`config.mk`:
```
export PLATFORM = sky130hd
export DESIGN_NAME = dmem_arbiter
export DESIGN_NICKNAME = d
export VERILOG_FILES = /design/src/rtl/dmem_arbiter.sv
export SDC_FILE = /design/constraint.sdc
export NUM_CORES = 1
export LEC_CHECK = 0
export ABC_AREA = 1
export BUFFER_PORTS_ARGS = -buffer_cell sky130_fd_sc_hd__buf_2
export CORE_MARGIN = 10
export CORE_UTILIZATION = 47
export CTS_CLUSTER_SIZE = 28
export DETAILED_ROUTE_END_ITERATION = 12
export GPL_ROUTABILITY_DRIVEN = 0
export GPL_TIMING_DRIVEN = 0
export PLACE_DENSITY_LB_ADDON = 0.1
export SETUP_SLACK_MARGIN = 0.4
export SYNTH_ARGS = -nofsm -noshare
export SYNTH_HDL_FRONTEND = slang
export SYNTH_SLANG_ARGS = --single-unit
```
`constraint.sdc`:
```
create_clock -name clk -period 1.74 [get_ports clk]
set_clock_uncertainty 0.15 [all_clocks]
set_input_delay 0.174 -clock clk [delete_from_list [all_inputs] [get_ports clk]]
set_output_delay 0.174 -clock clk [all_outputs]
set_load 0.05 [all_outputs]
```
`src/rtl/dmem_arbiter.sv`:
```
// Round-robin arbiter sharing one single-port data memory between two cores.
// A grant runs through ACCESS, WAIT (mem_latency cycles) and RESP, where the owner gets a one-cycle ack.
module dmem_arbiter #(
  parameter int addr_width  = 12,
  parameter int data_width  = 12,
  parameter int mem_latency = 1
) (
  input  logic                  clk,
  input  logic                  reset,
  input  logic                  req1,
  input  logic                  wren1,
  input  logic [addr_width-1:0] addr1,
  input  logic [data_width-1:0] wdata1,
  output logic                  ack1,
  output logic [data_width-1:0] rdata1,
  input  logic                  req2,
  input  logic                  wren2,
  input  logic [addr_width-1:0] addr2,
  input  logic [data_width-1:0] wdata2,
  output logic                  ack2,
  output logic [data_width-1:0] rdata2,
  output logic [addr_width-1:0] mem_address,
  output logic [data_width-1:0] mem_data,
  output logic                  mem_wren,
  input  logic [data_width-1:0] mem_q,
  output logic                  busy,
  output logic                  owner
);

  typedef enum logic [1:0] {IDLE, ACCESS, WAIT, RESP} state_t;

  localparam logic [1:0] LAT_INIT = 2'(mem_latency);

  state_t     state;
  state_t     state_next;
  logic       pend_wren;
  logic       ptr;
  logic [1:0] wait_cnt;
  logic       grant_valid;
  logic       grant_sel;
  logic       wait_last;

  // With both cores requesting, the pointer breaks the tie; 0 selects core1.
  assign grant_valid = req1 | req2;
  assign grant_sel   = (req1 & req2) ? ptr : req2;
  assign wait_last   = (wait_cnt == 2'd1);

  always_ff @(posedge clk) begin
    if (reset) state <= IDLE;
    else       state <= state_next;
  end

  always_comb begin
    state_next = state;
    case (state)
      IDLE:    if (grant_valid) state_next = ACCESS;
      ACCESS:  state_next = WAIT;
      WAIT:    if (wait_last) state_next = RESP;
      RESP:    state_next = IDLE;
      default: state_next = IDLE;
    endcase
  end

  assign busy     = (state != IDLE);
  assign mem_wren = (state == ACCESS) && pend_wren;
  assign ack1     = (state == RESP) && !owner;
  assign ack2     = (state == RESP) && owner;

  // Request inputs are only looked at in IDLE; everything after that runs from the captured copy.
  always_ff @(posedge clk) begin
    if (reset) begin
      mem_address <= '0;
      mem_data    <= '0;
      pend_wren   <= 1'b0;
      owner       <= 1'b0;
      ptr         <= 1'b0;
      wait_cnt    <= '0;
      rdata1      <= '0;
      rdata2      <= '0;
    end else begin
      case (state)
        IDLE: begin
          if (grant_valid) begin
            mem_address <= grant_sel ? addr2 : addr1;
            mem_data    <= grant_sel ? wdata2 : wdata1;
            pend_wren   <= grant_sel ? wren2 : wren1;
            owner       <= grant_sel;
            ptr         <= ~grant_sel;
          end
        end
        ACCESS: wait_cnt <= LAT_INIT;
        WAIT: begin
          wait_cnt <= wait_cnt - 2'd1;
          if (wait_last && !pend_wren) begin
            if (owner) rdata2 <= mem_q;
            else       rdata1 <= mem_q;
          end
        end
        default: ;
      endcase
    end
  end

endmodule

```
==> impl_metrics.env <==
export IMPL_status="complete, no violations"
export IMPL_pwr_share_clk_pct=11.3
export IMPL_switching_share_pct=46.9
export IMPL_finalSetupViolations=0
export IMPL_syn_inst=371
export IMPL_gr_total_overflow=0
export IMPL_num_vias=3191
export IMPL_cp_arrival_ns=1.68
export IMPL_drt_total_wl_um=9910
export IMPL_slew_headroom_pct=56.9
export IMPL_drive_gt1_share_pct=51.3
export IMPL_rsz0062_at_grt="true"
export IMPL_placed_area_sq_mm=0.00336
export IMPL_drtPass1Iterations=4
export IMPL_wl_per_cell_um=16.2
export IMPL_finalSetupTns_ns=0
export IMPL_syn_nets=443
export IMPL_chipHeight_um=94.3
export IMPL_path_cells="inv_6 -> ha_4 -> buf_6 -> buf_4 -> buf_6 -> nand3_4 -> buf_8 -> nand2_4 -> a21oi_2"
export IMPL_holdCritStartpoint="wdata1[0]"
export IMPL_hold_violations=0
export IMPL_fin_crit_ns=1.59
export IMPL_critPathBufInv=5
export IMPL_die_area_sq_mm=0.00890
export IMPL_fmax_mhz=629
export IMPL_hold_path_class="in -> reg"
export IMPL_required_ns=1.84
export IMPL_post_route_period_util_pct=91.3
export IMPL_clk_latency_ns=0.31
export IMPL_numCtsBuffers=5
export IMPL_fillers=364
export IMPL_crit_path_max_incr_delay_ns=0.40
export IMPL_path_class="reg -> reg"
export IMPL_cts_clk_slew_worst_paths_ns=0.11
export IMPL_design_core_area_sq_mm=0.00544
export IMPL_crit_top_cell="buf_6"
export IMPL_cp_end_kind="register"
export IMPL_grt_antenna_before_repair=0
export IMPL_cp_max_fo=5
export IMPL_synth_cell_types=21
export IMPL_dp_hpwl_um=6040
export IMPL_grtUsageTotal_pct=19.7
export IMPL_drt_initial_drc_count=119
export IMPL_power_density_mw_per_mm2=1440
export IMPL_r2r_slack_ns=0.15
export IMPL_grt_pass1_vias=3039
export IMPL_utilization_pct=81.5
export IMPL_ys_seq_area_share_pct=42.4
export IMPL_reg2reg_depth=9
export IMPL_via_per_inst=5.23
export IMPL_seq_power_share_pct=26.6
export IMPL_start_util_pct=47.7
export IMPL_port_buffers=117
export IMPL_cts_sinks=55
export IMPL_cts_root_buf="clkbuf_8"
export IMPL_r2r_end="rdata2[3]"
export IMPL_synth_seq_cells=55
export IMPL_slowest_stage="dfxtp_4"
export IMPL_tightestPinTransition_ns=0.647
export IMPL_avgSynthCellArea_sq_um=7.00
export IMPL_reg2reg_from="state[0]"
export IMPL_hold_end="mem_data[0]"
export IMPL_grt_max_degree=19
export IMPL_final_cell_area_sq_mm=0.00443
export IMPL_nets=609
export IMPL_cap_violations=0
export IMPL_ant_nets=0
export IMPL_io_pins=119
export IMPL_crit_family="buffers and inverters"
export IMPL_drv_slew=0
export IMPL_clock_path_buffers=2
export IMPL_tritoncts="done"
export IMPL_h_tree_depth=2
export IMPL_yosysWarningCount=0
export IMPL_p_leak_nw=2.19
export IMPL_area_delta_synth_final_pct=70.8
export IMPL_netlist_area_sq_mm=0.00260
export IMPL_drc=0
export IMPL_cellInternalPower_mw=3.40
export IMPL_cp_start_kind="register"
export IMPL_p_sw_mw=3.00
export IMPL_num_antenna_cells=0
export IMPL_power_frac_comb_pct=62.0
export IMPL_worstHoldPathCells=5
export IMPL_peakVddDrop_uv=920
export IMPL_dieWidth_um=94.3
export IMPL_core_rowCount=27
export IMPL_grt_pass1_wl_um=14400
-- tightest hold or removal path, delay by kind of cell --
family | cells | cell delay (ns)
buf+inv | 2 | 0.11
simple gates | 3 | 0.16
-- how the worst max path moves through the flow --
stage / startpoint / endpoint / slack [ns] / cells after the start
global route: state[0] / rdata1[2] / 0.09 / 8
detailed placement: state[1] / mem_address[9] / 0.09 / 9
finish: state[0] / rdata2[3] / 0.15 / 9
CTS: state[0] / mem_address[5] / 0.19 / 9
global placement: state[1] / mem_address[5] / 0.10 / 9
floorplan: state[1] / mem_address[9] / 0.1 / 9
-- layout make-up --
cell class | count | area [sq um] | share of cell area (%)
Multi-Input combinational cell | 255 | 1680 | 37.8
Sequential cell | 55 | 1110 | 25.1
Timing Repair Buffer | 158 | 1050 | 23.8
Buffer | 26 | 256 | 5.78
Inverter | 36 | 150 | 3.39
Tap cell | 72 | 90.1 | 2.03
Clock buffer | 5 | 68.8 | 1.55
Clock inverter | 3 | 23.8 | 0.536
-- state kept, by name, indices dropped and copies added (netlist names) --
signal,count
ptr,1
mem_data,12
mem_address,12
state,2
rdata2,12
wait_cnt,2
rdata1,12
owner,1
pend_wren,1
-- what timing repair did --
item                                   in CTS  in global routing
resized for setup                          72                111
pin swaps                                  13                 46
hold buffers                               12                  0
buffers inserted                           16                  5
endpoints found under the hold margin      21                  0
setup endpoints to repair                  57                 60
gates cloned                                7                  2
-- placed cells by master (no fill, tap or decap), types with 3 or more instances in the layout --
master,count
clkbuf_8,7
dlygate4sd3_1,12
nor2_1,49
inv_1,28
buf_8,10
nand3_1,9
a21oi_2,8
nand2_4,12
o21ai_2,8
clkinvlp_4,4
nor2_4,24
nor2_2,13
a21oi_1,8
nand3_2,5
clkbuf_1,7
nand2_2,11
buf_4,12
buf_2,115
inv_2,4
buf_6,24
o21ai_0,4
nand2_1,53
nand4_1,37
ha_4,4
dfxtp_1,50
dfxtp_4,3
-- per-layer routing --
layer	global-route usage, %	vias up	wire [um]
li1	-	1524	-
met1	21.4	1482	3520
met2	34.4	153	4980
met3	8.47	32	1060
met4	4.81	0	349
met5	0	-	0
-- kinds of logic after synthesis --
kind of cell / Yosys count / synth area share (%)
buffers and inverters: 62 / 11.0
flip-flops: 55 / 42.4
AND/OR/NAND/NOR: 216 / 37.1
AO/OA/AOI/OAI: 32 / 6.65
adder cells (fa/ha/maj): 6 / 2.89
-- through the flow --
step | std cells | setup WS, ns | hold WS, ns | power (mW)
final | 610 | 0.151 | 0.0273 | 6.40
after global routing | 610 | 0.0862 | 0.0519 | 6.77
after CTS | 603 | 0.193 | 0.0131 | 5.74
after detailed placement | 560 | 0.0872 | 0.297 | 4.33
after global placement | 560 | 0.100 | 0.285 | 4.30
after floorplan | 371 | 0.0951 | 0.172 | 3.71
-- cells in the mapped netlist, drive strengths merged --
| cell type | instances | area, sq um |
|---|---|---|
| a21oi | 16 | 80.1 |
| a31oi | 1 | 6.26 |
| buf | 15 | 109 |
| clkbuf | 11 | 41.3 |
| dfxtp | 55 | 1100 |
| ha | 6 | 75.1 |
| inv | 36 | 135 |
| nand2 | 76 | 298 |
| nand3 | 15 | 75.1 |
| nand3b | 1 | 7.51 |
| nand4 | 37 | 231 |
| nor2 | 86 | 345 |
| nor3 | 1 | 5.00 |
| o21ai | 15 | 86.3 |
-- power by group through the flow --
stage                     clock (mW)  sequential (mW)  combinational, mW
after detailed placement           0             1.65               2.68
after global placement             0             1.64               2.66
after CTS                      0.746             1.66               3.33
after global routing           0.792             1.73               4.25
after floorplan                    0             2.24               1.47
final                          0.725             1.71               3.97
Power figures use the tool's default switching activity.
